--- config.mk ---
export PLATFORM = sky130hd
export DESIGN_NAME = mac_seq_ctrl
export DESIGN_NICKNAME = d
export VERILOG_FILES = /design/src/rtl/mac_seq_pkg.sv /design/src/rtl/axis_reg_slice.sv /design/src/rtl/mac_seq_ctrl.sv
export SDC_FILE = /design/constraint.sdc
export NUM_CORES = 1
export LEC_CHECK = 0
export CAP_MARGIN = 20
export CORE_ASPECT_RATIO = 0.6
export CORE_MARGIN = 2
export CORE_UTILIZATION = 47
export CTS_BUF_LIST = sky130_fd_sc_hd__clkbuf_8
export CTS_CLUSTER_DIAMETER = 60
export DETAILED_ROUTE_END_ITERATION = 10
export GPL_TIMING_DRIVEN = 0
export PLACE_DENSITY = 0.9
export SKIP_CTS_REPAIR_TIMING = 1
export SLEW_MARGIN = 20
export SYNTH_ARGS = -nofsm -noshare
export SYNTH_HDL_FRONTEND = slang
export SYNTH_HIERARCHICAL = 1
export SYNTH_SLANG_ARGS = --single-unit
--- constraint.sdc ---
create_clock -name ACLK -period 3 [get_ports ACLK]
set_clock_uncertainty 0.2 [all_clocks]
set_input_delay 0.3 -clock ACLK [delete_from_list [all_inputs] [get_ports ACLK]]
set_output_delay 0.3 -clock ACLK [all_outputs]
set_load 0.05 [all_outputs]
--- src/rtl/mac_seq_pkg.sv ---
// mac_seq_pkg: shared FSM state encoding and default widths for mac_seq_ctrl
package mac_seq_pkg;
  localparam int DEF_DATA_WIDTH = 32;
  localparam int DEF_LEN_BITS = 16;
  localparam int DEF_ID_WIDTH = 8;
  typedef enum logic [1:0] {IDLE, BIAS, DATA, DRAIN} state_e;
endpackage

--- src/rtl/axis_reg_slice.sv ---
// axis_reg_slice: one-entry registered AXIS stage; in: clk, rst_n, in_valid, in_data, out_ready; out: load_ok, out_valid, out_data
module axis_reg_slice #(
  parameter int W = 8
) (
  input  logic         clk,
  input  logic         rst_n,
  input  logic         in_valid,
  input  logic [W-1:0] in_data,
  output logic         load_ok,
  output logic         out_valid,
  output logic [W-1:0] out_data,
  input  logic         out_ready
);
  logic         valid_q, valid_d;
  logic [W-1:0] data_q, data_d;
  always_comb begin
    load_ok = !valid_q || out_ready;
    valid_d = load_ok ? in_valid : valid_q;
    data_d  = (load_ok && in_valid) ? in_data : data_q;
  end
  always_ff @(posedge clk or negedge rst_n) begin
    if (!rst_n) begin
      valid_q <= 1'b0;
      data_q  <= '0;
    end else begin
      valid_q <= valid_d;
      data_q  <= data_d;
    end
  end
  assign out_valid = valid_q;
  assign out_data  = data_q;
endmodule

--- src/rtl/mac_seq_ctrl.sv ---
// mac_seq_ctrl: joins weight/activation streams into MAC beats with optional bias beat, TLAST and TID
// Ports: ACLK/ARESETN (async active-low); CFG_START/LEN/NUM_OUT/BIAS_EN job config; BUSY, DONE status;
// SW/SA/SB_AXIS weight, activation, bias inputs; MO_AXIS registered output to staged_mac.
// MAC_SEQ_PERF_EN adds PERF_STALL_CNT and PERF_STARVE_CNT saturating counters.
module mac_seq_ctrl
  import mac_seq_pkg::*;
#(
  parameter int DATA_WIDTH = DEF_DATA_WIDTH,
  parameter int LEN_BITS   = DEF_LEN_BITS,
  parameter int ID_WIDTH   = DEF_ID_WIDTH
) (
  input  logic                    ACLK,
  input  logic                    ARESETN,
  input  logic                    CFG_START,
  input  logic [LEN_BITS-1:0]     CFG_LEN,
  input  logic [LEN_BITS-1:0]     CFG_NUM_OUT,
  input  logic                    CFG_BIAS_EN,
  output logic                    BUSY,
  output logic                    DONE,
  input  logic [DATA_WIDTH-1:0]   SW_AXIS_TDATA,
  input  logic                    SW_AXIS_TVALID,
  output logic                    SW_AXIS_TREADY,
  input  logic [DATA_WIDTH-1:0]   SA_AXIS_TDATA,
  input  logic                    SA_AXIS_TVALID,
  output logic                    SA_AXIS_TREADY,
  input  logic [DATA_WIDTH-1:0]   SB_AXIS_TDATA,
  input  logic                    SB_AXIS_TVALID,
  output logic                    SB_AXIS_TREADY,
  output logic [2*DATA_WIDTH-1:0] MO_AXIS_TDATA,
  output logic                    MO_AXIS_TUSER,
  output logic                    MO_AXIS_TLAST,
  output logic [ID_WIDTH-1:0]     MO_AXIS_TID,
  output logic                    MO_AXIS_TVALID,
  input  logic                    MO_AXIS_TREADY
`ifdef MAC_SEQ_PERF_EN
  ,
  output logic [31:0]             PERF_STALL_CNT,
  output logic [31:0]             PERF_STARVE_CNT
`endif
);
  localparam int PW = 2 * DATA_WIDTH + ID_WIDTH + 2;
  state_e                state_q, state_d;
  logic [LEN_BITS-1:0]   len_q, len_d, num_q, num_d, prod_q, prod_d, out_q, out_d;
  logic [ID_WIDTH-1:0]   tid_q, tid_d;
  logic                  bias_en_q, bias_en_d, done_q, done_d;
  logic                  load_ok, bias_fire, data_fire, last_prod, last_out;
  logic [PW-1:0]         mo_in, mo_out;
  always_comb begin
    state_d   = state_q;
    len_d     = len_q;
    num_d     = num_q;
    bias_en_d = bias_en_q;
    prod_d    = prod_q;
    out_d     = out_q;
    tid_d     = tid_q;
    done_d    = 1'b0;
    bias_fire = state_q == BIAS && load_ok && SB_AXIS_TVALID;
    data_fire = state_q == DATA && load_ok && SW_AXIS_TVALID && SA_AXIS_TVALID;
    last_prod = prod_q == len_q - 1'b1;
    last_out  = out_q == num_q - 1'b1;
    case (state_q)
      IDLE: if (CFG_START) begin
        len_d     = CFG_LEN;
        num_d     = CFG_NUM_OUT;
        bias_en_d = CFG_BIAS_EN;
        prod_d    = '0;
        out_d     = '0;
        tid_d     = '0;
        state_d   = (CFG_LEN == '0 || CFG_NUM_OUT == '0) ? DRAIN : CFG_BIAS_EN ? BIAS : DATA;
      end
      BIAS: if (bias_fire) state_d = DATA;
      DATA: if (data_fire) begin
        prod_d = last_prod ? '0 : prod_q + 1'b1;
        if (last_prod && last_out) state_d = DRAIN;
        else if (last_prod) begin
          out_d   = out_q + 1'b1;
          tid_d   = tid_q + 1'b1;
          state_d = bias_en_q ? BIAS : DATA;
        end
      end
      DRAIN: if (!MO_AXIS_TVALID || MO_AXIS_TREADY) begin
        state_d = IDLE;
        done_d  = 1'b1;
      end
      default: state_d = IDLE;
    endcase
    mo_in = {bias_fire, data_fire && last_prod, tid_q,
             bias_fire ? {{DATA_WIDTH{1'b0}}, SB_AXIS_TDATA} : {SW_AXIS_TDATA, SA_AXIS_TDATA}};
  end
  always_ff @(posedge ACLK or negedge ARESETN) begin
    if (!ARESETN) begin
      state_q   <= IDLE;
      len_q     <= '0;
      num_q     <= '0;
      bias_en_q <= 1'b0;
      prod_q    <= '0;
      out_q     <= '0;
      tid_q     <= '0;
      done_q    <= 1'b0;
    end else begin
      state_q   <= state_d;
      len_q     <= len_d;
      num_q     <= num_d;
      bias_en_q <= bias_en_d;
      prod_q    <= prod_d;
      out_q     <= out_d;
      tid_q     <= tid_d;
      done_q    <= done_d;
    end
  end
  axis_reg_slice #(.W(PW)) u_mo (
    .clk       (ACLK),
    .rst_n     (ARESETN),
    .in_valid  (bias_fire || data_fire),
    .in_data   (mo_in),
    .load_ok   (load_ok),
    .out_valid (MO_AXIS_TVALID),
    .out_data  (mo_out),
    .out_ready (MO_AXIS_TREADY)
  );
  assign {MO_AXIS_TUSER, MO_AXIS_TLAST, MO_AXIS_TID, MO_AXIS_TDATA} = mo_out;
  assign BUSY           = state_q != IDLE;
  assign DONE           = done_q;
  assign SW_AXIS_TREADY = data_fire;
  assign SA_AXIS_TREADY = data_fire;
  assign SB_AXIS_TREADY = state_q == BIAS && load_ok;
`ifdef MAC_SEQ_PERF_EN
  logic [31:0] stall_q, stall_d, starve_q, starve_d;
  logic        clr, stall, starve;
  always_comb begin
    clr      = state_q == IDLE && CFG_START;
    stall    = MO_AXIS_TVALID && !MO_AXIS_TREADY;
    starve   = load_ok && ((state_q == BIAS && !SB_AXIS_TVALID) ||
                           (state_q == DATA && !(SW_AXIS_TVALID && SA_AXIS_TVALID)));
    stall_d  = clr ? '0 : stall_q + {31'b0, stall && stall_q != '1};
    starve_d = clr ? '0 : starve_q + {31'b0, starve && starve_q != '1};
  end
  always_ff @(posedge ACLK or negedge ARESETN) begin
    if (!ARESETN) begin
      stall_q  <= '0;
      starve_q <= '0;
    end else begin
      stall_q  <= stall_d;
      starve_q <= starve_d;
    end
  end
  assign PERF_STALL_CNT  = stall_q;
  assign PERF_STARVE_CNT = starve_q;
`endif
endmodule
# Word level (Yosys, flattened, before mapping)
# Cells that the tools add are included.
[classes]
n_addsub = 5
eq_ne = 12
muxes = 26
reduce_logical = 21
[ops]
columns = ["cell", "count"]
rows = [
  ["16-bit two-way mux", 6],
  ["64-bit two-way mux", 1],
  ["16-bit one-hot mux with 2 select lines", 2],
  ["16-bit by 1-bit adder with 16-bit output, second input constant", 2],
  ["16-bit == test", 2],
  ["16-bit logical NOT", 2],
  ["8-bit two-way mux", 4],
  ["16-bit by 1-bit subtractor with 16-bit output, second input constant", 2],
  ["2-bit two-way mux", 9],
  ["8-bit one-hot mux with 2 select lines", 1],
  ["2-bit inequality test, second input constant", 6],
  ["5-bit AND reduction", 2],
  ["8-bit by 1-bit adder with 8-bit output, second input constant", 1],
  ["1-bit logical AND", 8],
  ["2-bit one-hot mux with 4 select lines", 1],
  ["2-bit == test, second input constant", 2],
  ["2-bit nonzero test", 2],
  ["1-bit logical OR", 3],
  ["3-bit by 2-bit inequality test with 1-bit output, second input constant", 1],
  ["3-bit AND reduction", 1],
  ["2-bit by 1-bit == test with 1-bit output, second input constant", 1],
  ["2-bit logical NOT", 1],
  ["1-bit two-way mux", 2],
  ["2-bit AND reduction", 1],
  ["1-bit logical NOT", 1],
]
[word_totals]
register_bits = 151
inputBits = 136
output_inout_bits = 80
wordCells = 74

# Longest topological paths before layout
# Gate-level depths: netlist of run 1.
[depth]
depth_word = 7
mapped_depth = 12

# Modules after synthesis
# The synthesis of run 1 kept the hierarchy.
[by_module_without_submodules]
columns = ["mod", "n_inst", "cells_each", "area_each_um2"]
rows = [
  ["mac_seq_ctrl", 1, 671, 5581.6],
  ["axis_reg_slice", 1, 160, 3111.7],
]

# Worst setup path after synthesis of run 1
# No wires, ideal clock.
[synth_path]
path_type = "reg-to-reg"
start = "register u_mo.valid_q (netlist: u_mo/out_valid)"
end = "register u_mo.data_q[10] (netlist: u_mo/out_data[10])"
setup_time_ns = 0.125
arrival_ns = 2.858
required_ns = 2.675
setup_slack_ns = -0.183
path_stages_with_launch = 12
path_buffers = 4
path_cell_list = "dfrtp_1 nand2b_4 nand2_1 nor2_1 nand2_1 clkbuf_1 clkbuf_1 nand2_1 nand2_4 buf_12 buf_12 mux2_4"
[synth_between]
elab_cells_between_ends = 10
[synth_lines]
columns = ["element", "line", "rtl"]
rows = [
  ["from (decl)", "axis_reg_slice.sv:14", "logic valid_q, valid_d;"],
  ["from (signal assigned)", "axis_reg_slice.sv:26", "valid_q <= valid_d;"],
  ["1-bit logical NOT (*)", "axis_reg_slice.sv:17", "load_ok = !valid_q || out_ready;"],
  ["1-bit logical OR (*)", "axis_reg_slice.sv:17", ""],
  ["named net load_ok", "mac_seq_ctrl.sv:46", "logic load_ok, bias_fire, data_fire, last_prod, last_out;"],
  ["1-bit logical AND (*)", "-", ""],
  ["named net SB_AXIS_TREADY", "mac_seq_ctrl.sv:28", "output logic SB_AXIS_TREADY,"],
  ["1-bit logical AND (*)", "mac_seq_ctrl.sv:57", "bias_fire = state_q == BIAS && load_ok && SB_AXIS_TVALID;"],
  ["1-bit logical OR", "mac_seq_ctrl.sv:114", ".in_valid (bias_fire || data_fire),"],
  ["1-bit logical AND", "axis_reg_slice.sv:19", "data_d = (load_ok && in_valid) ? in_data : data_q;"],
  ["to (signal assigned)", "axis_reg_slice.sv:27", "data_q <= data_d;"],
  ["to (decl)", "axis_reg_slice.sv:15", "logic [W-1:0] data_q, data_d;"],
]
# The timed path passes the listed nets; every way through them passes the cells marked *.
# A chain may end at the register's enable or synchronous reset.

# Worst setup path after layout of run 1
[layout_path]
start = "register len_q[1]"
end = "register out_q[11]"
[layout_between]
elab_chain_len = 5
elab_cells_between_ends = 6
[layout_rtl]
columns = ["element", "line", "rtl"]
rows = [
  ["from (decl)", "mac_seq_ctrl.sv:43", "logic [LEN_BITS-1:0] len_q, len_d, num_q, num_d, prod_q, prod_d, out_q, out_d;"],
  ["from (signal assigned)", "mac_seq_ctrl.sv:102", "len_q <= len_d;"],
  ["16-bit by 1-bit subtractor with 16-bit output (*)", "mac_seq_ctrl.sv:59", "last_prod = prod_q == len_q - 1'b1;"],
  ["16-bit == test (*)", "mac_seq_ctrl.sv:59", ""],
  ["1-bit logical AND", "mac_seq_ctrl.sv:74", "if (last_prod && last_out) state_d = DRAIN;"],
  ["2-bit inequality test (no source line)", "-", ""],
  ["5-bit AND reduction (no source line) (*)", "-", ""],
  ["to (signal assigned)", "mac_seq_ctrl.sv:106", "out_q <= out_d;"],
  ["to (decl)", "mac_seq_ctrl.sv:43", ""],
]
# Every way passes the cells marked *; elsewhere a longest branch is shown, timed or not.

==> results of run 1 <==
[Yosys cell counts, types with 3 or more instances]
master     instances
nand4_1           20
or3_1              4
a21oi_1           16
clkbuf_1          23
ha_1               5
nor2_1            42
mux2_4            60
nand3b_1           6
and3_1             7
nand2b_1          11
and4_1             5
buf_12             7
nor4_4             3
o21ai_1            4
buf_1              5
nand3_1           24
o211ai_1           5
and2_1            36
nand2_1          144
nor4_1            17
buf_4              4
a2111oi_2          3
mux2_2            47
xnor2_1           23
a31oi_1            5
inv_1             16
a21o_1             4
nor2b_1            4
nor3_1            11
dfrtp_1          151
o21ai_0           17
or4_1              7
a31o_2             8
buf_2              6
mux2i_1            8
nand4b_1           3
xor2_1            23
[power groups by stage]
stage	sequential, mW	clock (mW)	combinational, mW
2_1_floorplan	4.93	0	3.25
3_3_place_gp	3.37	0	6.72
3_5_place_dp	3.40	0	6.88
4_1_cts	3.39	1.71	6.89
5_1_grt	3.51	1.79	7.57
6_report	3.41	1.68	7.16
[through the flow]
stage                      util  hold WS (ps)  power, mW
after floorplan               -          -196       8.18
final                     0.655           211       12.2
after global placement    0.616           287       10.1
after global routing      0.655           213       12.9
after detailed placement  0.618          94.4       10.3
after CTS                 0.641          -396       12.0
[worst min-delay path: cells and delay by family]
kind | cells | cell delay, ps
and+or+nand+nor | 2 | 110
buffers and inverters | 1 | 420
[kinds of logic after synthesis]
| logic type | after synthesis |
|---|---|
| buf+inv | 64 |
| xor+xnor | 46 |
| fa+ha+maj | 5 |
| mux | 115 |
| simple gates | 361 |
| flops | 151 |
| compound gates | 89 |
[per-layer routing]
metal,track usage,routed length (um)
met5,0,0
met4,0.0738,306
met3,0.0503,1590
met2,0.380,11100
met1,0.346,10900
[final cells by class]
cell class,count,area [um2],share of cell area
clock inverter,14,173,0.0146
multi-input combinational,616,4680,0.395
sequential,151,3790,0.319
tap,240,300,0.0253
inverter,16,60.1,0.00506
clock buffer,18,248,0.0209
buffer,47,339,0.0286
timing repair buffer,228,2270,0.191
[state kept, by name (all words and copies together), names as in the netlist]
name	cells
DONE	1
bias_en_q	1
len_q	16
num_q	16
out_q	16
prod_q	16
state_q	2
tid_q	8
u_mo/out_data	74
u_mo/out_valid	1
[how the worst max path moves through the flow]
stage                        start                 to  slack (ps)  cells past startpoint
floorplan                 len_q[0]           out_q[6]          -2                     11
global placement           ARESETN  u_mo/out_data[27]       -4720                      1
detailed placement  MO_AXIS_TREADY   u_mo/out_data[6]        -470                     11
CTS                     state_q[0]     SW_AXIS_TREADY        -560                      7
global route              len_q[1]          out_q[11]        -490                     11
finish                    len_q[1]          out_q[11]        -380                     11
==> flow_summary.yaml, run 1 <==
status:
  status: "finished with violations"
  violations: "setup timing"
layout:
  fin_cells: 1330
  n_antenna_cell: 0
  layout.cells.most_common_list: "212 x clkdlybuf4s50_1, 144 x dfrtp_1, 142 x nand2_1, 60 x mux2_4, 47 x mux2_2"
  postLayoutCellArea_mm2: 0.0119
  drive_gt1_frac: 0.216
  final_net_count: 1218
  syn_to_final_growth_pct: 36.4
  final_common_cell: "clkdlybuf4s50_1"
  fillers: 1415
worst_setup_path:
  cp_cell_sequence: "inv_2, ha_4, or3b_4, o31ai_4, a31oi_4, a2111oi_4, nand4_2, a21o_1, nor3b_4, and4_1, mux2i_1"
  cp.required_ps: 3160
  cpPeakStageDelay_ps: 440
  cp.arrival_ps: 3540
  r2r-start: "len_q[1]"
  cpMaxStageDelayCell: "dfrtp_2"
  r2r_cells: 11
  worst-path-buf-inv: 1
  reg2reg_slack_ps: -380
  worstPathMaxFanout: 5
  worst_setup_path_start_kind: "flip-flop"
  crit_path_end_kind: "flip-flop"
  rr_endpoint: "out_q[11]"
  cpLargestDelayFamily: "simple AND/OR/NAND/NOR gates"
  critPathKind: "flip-flop to flip-flop"
detailed_routing:
  first_pass_iters: 4
  final_antenna_net_count: 0
  detail_route.wl_per_cell_um: 18.0
  route.detailed.drc: 0
  wl_um: 23900
  drt-initial-drc-count: 503
  routed_via_density: 5.48
  dr_total_vias: 7284
timing:
  fmax_mhz: 296
  grt_setup_unrepaired: "yes"
  tns_ps: -7730
  setup_violations: 38
  setup_ws_ps: -379
  fin_crit_ps: 3380
  relSlewSlack: 0.505
  post-route-period-util: 1.13
  drv_slew: 0
  worst_pin_slew_ps: 735
  final-hold-violation-count: 0
global_routing:
  track_usage: 0.244
  grt_pass1_vias: 7215
  grt_max_degree: 85
  overflow: 0
  grt_pass1_wl_um: 38000
  antenna_found_initial: 0
synth:
  netlist_top_cells_area: "dfrtp_1 43%, mux2_4 10%, nand2_1 6.2%"
  synth_area_leader_cell: "dfrtp_1"
  syn_nets: 972
  synthArstFlopShare: 1.00
  synth.area.mux_share: 0.174
  ys_ff_latch: 151
  netlist_area_mm2: 0.00869
  synth-compound-area-share: 0.0734
  synthSimpleGateAreaFrac: 0.220
  yosys_warnings: 6
  seq_area_frac_synth: 0.435
  syn_inst: 831
  synth_edf_count: 0
  ys_types: 77
  synth_fa_ha_area_frac: 0.00720
  synth_top_family_by_area: "simple AND/OR/NAND/NOR gates"
  synth_ff_type: "dfrtp_1"
  yosys.area_share.xor_xnor: 0.0463
  yosys.area.top_type_share: 0.435
  syn_area_per_cell_um2: 10.5
place:
  dp_hpwl_um: 17900
  gp_congestion: 0.943
  dp_slack_ps: -468
  port_buffers: 215
  dp.cells: 1287
  post_dp_cell_area_mm2: 0.0112
floorplan:
  dieWidth_um: 180
  coreArea_mm2: 0.0181
  ios: 216
  core.rowCount: 38
  start_util: 0.480
  die_area_mm2: 0.0196
  die_h_um: 109
pwr:
  p_sw_frac: 0.456
  p_seq_frac: 0.278
  clock_power_share: 0.137
  pwr-share-comb: 0.584
  peakVddDrop_v: 0.000566
  switchingPower_mw: 5.58
  p_per_area_mw_per_mm2: 1030
  total_leakage_power_nw: 5.29
  internal-power_mw: 6.66
run:
  maxCapViolCount: 0
cts:
  clock_path_buffers: 2
  cts_buffers: 17
  cts_root_buf: "clkbuf_8"
  clock_latency_ps: 450
  clk_pin_slew_ps: 100
  cts_tree: "built"
  htree_levels: 4
  cts_sinks: 151
hold_path:
  worstHoldStart: "CFG_LEN[8]"
  worstHoldPathCells: 3
  holdCritPathClass: "input pin to flip-flop"
  hold_end: "len_q[8]"
Note: power is estimated with default switching activity, not from simulation.
==> inputs of run 2 (changes only) <==
- SKIP_LAST_GASP: not set -> 1
==> run 2 against run 1 <==
  * The run still ends with setup timing left
  * Clock-buffer cell count unchanged
  * Combinational power barely moved
  * Power barely moved
  * Register-to-register slack is essentially flat
  * Fmax rose by 0.14%
  * First-iteration DRC count decreased by 0.60%
  * Critical endpoint unchanged
==> flow_summary.yaml, run 2 (same netlist as run 1, synthesis figures left out) <==
detailed_routing:
  final_antenna_net_count: 0
  wl_um: 23900
  route.detailed.drc: 0
  drt-initial-drc-count: 500
  detail_route.wl_per_cell_um: 18.0
  dr_total_vias: 7309
  routed_via_density: 5.50
  first_pass_iters: 5
layout:
  layout.cells.most_common_list: "213 x clkdlybuf4s50_1, 144 x dfrtp_1, 143 x nand2_1, 60 x mux2_4, 47 x mux2_2"
  largest_reg_flops: 74
  final_common_cell: "clkdlybuf4s50_1"
  final_net_count: 1218
  postLayoutCellArea_mm2: 0.0119
  n_antenna_cell: 0
  syn_to_final_growth_pct: 36.4
  drive_gt1_frac: 0.214
floorplan:
  die_area_mm2: 0.0196
  start_util: 0.480
  ios: 216
  dieWidth_um: 180
  coreArea_mm2: 0.0181
  core.rowCount: 38
  die_h_um: 109
place:
  port_buffers: 215
  post_dp_cell_area_mm2: 0.0112
  gp_congestion: 0.943
  dp_hpwl_um: 17900
cts:
  htree_levels: 4
  clk_pin_slew_ps: 100
  cts_sinks: 151
  cts_root_buf: "clkbuf_8"
  clock_latency_ps: 450
  clock_path_buffers: 2
  cts_buffers: 17
  cts_tree: "built"
global_routing:
  grt_max_degree: 85
  track_usage: 0.244
  grt_pass1_wl_um: 38000
  overflow: 0
  grt_pass1_vias: 7215
  antenna_found_initial: 0
worst_setup_path:
  cpLargestDelayFamily: "simple AND/OR/NAND/NOR gates"
  cp.required_ps: 3150
  crit_path_end_kind: "flip-flop"
  cp_cell_sequence: "inv_2, ha_4, or3b_4, o31ai_4, a31oi_4, a2111oi_4, nand4_2, a21o_1, nor3b_4, and4_1, mux2i_1"
  worst_setup_path_start_kind: "flip-flop"
  cp.arrival_ps: 3530
  cpPeakStageDelay_ps: 440
  critPathKind: "flip-flop to flip-flop"
  cpMaxStageDelayCell: "dfrtp_2"
  worst-path-buf-inv: 1
  worstPathMaxFanout: 5
status:
  status: "finished with violations"
  violations: "setup timing"
timing:
  drv_slew: 0
  post-route-period-util: 1.12
  relSlewSlack: 0.494
  fin_crit_ps: 3370
  fmax_mhz: 296
  grt_setup_unrepaired: "yes"
  setup_ws_ps: -375
  final-hold-violation-count: 0
  setup_violations: 39
  worst_pin_slew_ps: 752
run:
  maxCapViolCount: 0
pwr:
  total_power_mw: 12.2
  p_per_area_mw_per_mm2: 1030
  peakVddDrop_v: 0.000565
  total_leakage_power_nw: 5.29
hold_path:
  holdCritPathClass: "input pin to flip-flop"
## run 2: cell count changes in the layout (fill, tap and decap cells not counted)
| cell | before | now |
|---|---|---|
| o21ai_0 | 16 | 17 |
| clkdlybuf4s50_1 | 212 | 213 |
| o21ai_1 | 5 | 4 |
| nand2_1 | 142 | 143 |
| nand2_2 | 2 | 1 |
| buf_4 | 15 | 14 |
## run 2: final cells by class
type / instances / area [um2]
multi-input combinational: 616 / 4680
inverter: 16 / 60.1
fill: 1419 / 6260
buffer: 47 / 339
sequential: 151 / 3790
tap: 240 / 300
clock inverter: 14 / 173
clock buffer: 18 / 248
timing repair buffer: 228 / 2270
## run 2: power by group
| part | internal [mW] | total [mW] | switching (mW) |
|---|---|---|---|
| sequential | 2.79 | 3.41 | 0.628 |
| clock | 0.853 | 1.68 | 0.826 |
| combinational | 3.02 | 7.15 | 4.13 |
| total | 6.66 | 12.2 | 5.58 |
## run 2: worst paths after layout
kind                                start    endpoint  slack [ps]  cells after the start
setup / recovery                 len_q[1]   out_q[11]        -370                     11
hold / removal             CFG_NUM_OUT[9]    num_q[9]         210                      3
setup reg to reg                 len_q[1]   out_q[11]        -370                     11
hold reg to reg                 num_q[15]   num_q[15]         300                      2
max in group asynchronous         ARESETN  prod_q[15]        1550                      3
min in group asynchronous         ARESETN    num_q[2]         220                      2
## run 2: metrics by stage
step / utilization / TNS (ps) / hold slack (ps) / cells / worst slack (ps)
after floorplan: - / -2.07 / -196 / 831 / -2.07
after global placement: 0.616 / -749370 / 287 / 1286 / -4720
after detailed placement: 0.618 / -42830 / 94.4 / 1287 / -468
after CTS: 0.641 / -21250 / -396 / 1319 / -558
after global routing: 0.655 / -12800 / 213 / 1330 / -488
final: 0.655 / -8240 / 214 / 1330 / -375
## run 2: worst min-delay path: stages
cell	delay, ps
clkdlybuf4s50_1	410
nand2_1	60
nand2_1	40
## run 2: routing by layer
| metal | global-route usage | up-vias | routed length, um |
|---|---|---|---|
| li1 | - | 3411 | - |
| met1 | 0.346 | 3585 | 10900 |
| met2 | 0.380 | 293 | 11100 |
| met3 | 0.0503 | 20 | 1640 |
| met4 | 0.0738 | 0 | 299 |
| met5 | 0 | - | 0 |
==> inputs of run 3 (changes only) <==
- SLEW_MARGIN: 20 -> not set
==> run 3 against run 2 <==
  * Critical endpoint unchanged
  * Clock power is 5% lower
  * Critical path depth unchanged
  * Utilization increased by 0.48 points
  * Design area up 0.73%
  * Global-route usage down 0.095 points
  * Cell count is 0.38% higher
  * The flow still finishes with violations (setup timing)
  * Highest routed layer unchanged
  * Largest power group unchanged
==> flow_summary.yaml, run 3 (same netlist as run 1, synthesis figures left out) <==
status:
  status: "finished with violations"
  violations: "setup timing"
worst_setup_path:
  cpPeakStageDelay_ps: 440
  cp.required_ps: 3160
  reg2reg_slack_ps: -370
  r2r_cells: 11
  worst_setup_path_start_kind: "flip-flop"
  crit_path_end: "out_q[11]"
  critPathKind: "flip-flop to flip-flop"
  worstPathMaxFanout: 5
  crit_path_end_kind: "flip-flop"
  cp_cell_sequence: "inv_2, ha_4, or3b_4, o31ai_4, a31oi_4, a2111oi_4, nand4_2, a21o_1, nor3b_4, and4_1, mux2i_1"
  rr_endpoint: "out_q[11]"
  crit_start: "len_q[0]"
  cpMaxStageDelayCell: "dfrtp_2"
  cp.arrival_ps: 3520
  r2r-start: "len_q[0]"
detailed_routing:
  final_antenna_net_count: 0
  dr_total_vias: 7298
  top_layer_used: "met4"
  m1WireLength_um: 10800
  first_pass_iters: 5
  detail_route.wl_per_cell_um: 18.0
  routed_via_density: 5.47
  route.detailed.drc: 0
  dr_wl_met2_um: 11400
  drt-initial-drc-count: 523
  wl_um: 24100
  wl_met3_um: 1630
floorplan:
  coreArea_mm2: 0.0181
  core.rowCount: 38
  die_area_mm2: 0.0196
  ios: 216
  die_h_um: 109
  start_util: 0.480
  dieWidth_um: 180
place:
  gp_congestion: 0.943
  dp_hpwl_um: 17900
  dp.cells: 1287
  dp_slack_ps: -465
  port_buffers: 215
layout:
  layout.cells.most_common_list: "212 x clkdlybuf4s50_1, 143 x dfrtp_1, 141 x nand2_1, 60 x mux2_4, 47 x mux2_2"
  drive_gt1_frac: 0.226
  fin_cells: 1335
  final_common_cell: "clkdlybuf4s50_1"
  n_antenna_cell: 0
  largest_reg_flops: 74
  final_net_count: 1223
  fin_util: 0.659
  syn_to_final_growth_pct: 37.4
global_routing:
  overflow: 0
  grt_max_degree: 85
  grt_pass1_wl_um: 37900
  grt_pass1_vias: 7298
  antenna_found_initial: 0
  track_usage: 0.243
cts:
  clock_latency_ps: 450
  cts_tree: "built"
  cts_sinks: 151
  htree_levels: 4
  clk_pin_slew_ps: 100
  cts_root_buf: "clkbuf_8"
  clock_path_buffers: 2
  cts_buffers: 17
pwr:
  peakVddDrop_v: 0.000616
  p_per_area_mw_per_mm2: 1030
  total_leakage_power_nw: 5.33
timing:
  fmax_mhz: 297
  drv_slew: 0
  final-hold-violation-count: 0
  relSlewSlack: 0.509
  grt_setup_unrepaired: "yes"
  holdWs_ps: 205
  setup_violations: 26
  worst_pin_slew_ps: 737
  fin_crit_ps: 3370
  tns_ps: -6610
  post-route-period-util: 1.12
  setup_ws_ps: -369
hold_path:
  holdCritPathClass: "input pin to flip-flop"
  worstHoldPathCells: 3
run:
  maxCapViolCount: 0
run 3: changes by cell type in the layout (fill, tap and decap cells not counted), moves of 2 or more:
cell,previous run,this run
buf_4,14,17
nand2_1,143,141
clkinvlp_4,3,1
nor2_1,40,37
clkinv_4,2,5
nor2_2,2,4
nand2_2,1,3
buf_6,3,7
run 3: worst min path at each step:
stage	slack, ps	endpoint	from
floorplan	-200	DONE	ARESETN
global placement	290	u_mo/out_data[6]	u_mo/out_data[6]
detailed placement	150	num_q[2]	ARESETN
CTS	-340	num_q[2]	ARESETN
global route	220	num_q[3]	CFG_NUM_OUT[3]
finish	200	num_q[2]	CFG_NUM_OUT[2]
run 3: worst max-delay path, delay by kind of cell, from the launching register on:
family | cells | cell delay, ps
AOI/OAI and AO/OA | 4 | 1060
adders and majority gates | 1 | 150
buffers and inverters | 1 | 80
DFF | 1 | 440
muxes | 1 | 180
and+or+nand+nor | 4 | 1160
run 3: routing by layer:
| metal | GRT usage | vias up |
|---|---|---|
| met5 | 0 | - |
| met4 | 0.0720 | 0 |
| met3 | 0.0513 | 19 |
| met2 | 0.387 | 274 |
| met1 | 0.337 | 3575 |
| li1 | - | 3430 |
run 3: power by group:
group | switching, mW | leakage (nW) | internal [mW]
sequential | 0.622 | 1.91 | 2.79
combinational | 4.20 | 3.21 | 3.11
clock | 0.829 | 0.207 | 0.769
run 3: cell type report:
cell class | instances | area [um2]
sequential | 151 | 3790
clock inverter | 14 | 150
timing repair buffer | 233 | 2300
tap | 240 | 300
multi-input combinational | 616 | 4740
inverter | 16 | 60.1
fill | 1419 | 6170
buffer | 47 | 352
clock buffer | 18 | 248
run 3: per-stage QoR:
| step | cell area [um2] | power, mW |
|---|---|---|
| floorplan | 8700 | 8.18 |
| global placement | 11200 | 10.1 |
| detailed placement | 11200 | 10.3 |
| CTS | 11600 | 11.9 |
| global route | 11900 | 13.0 |
| finish | 11900 | 12.3 |
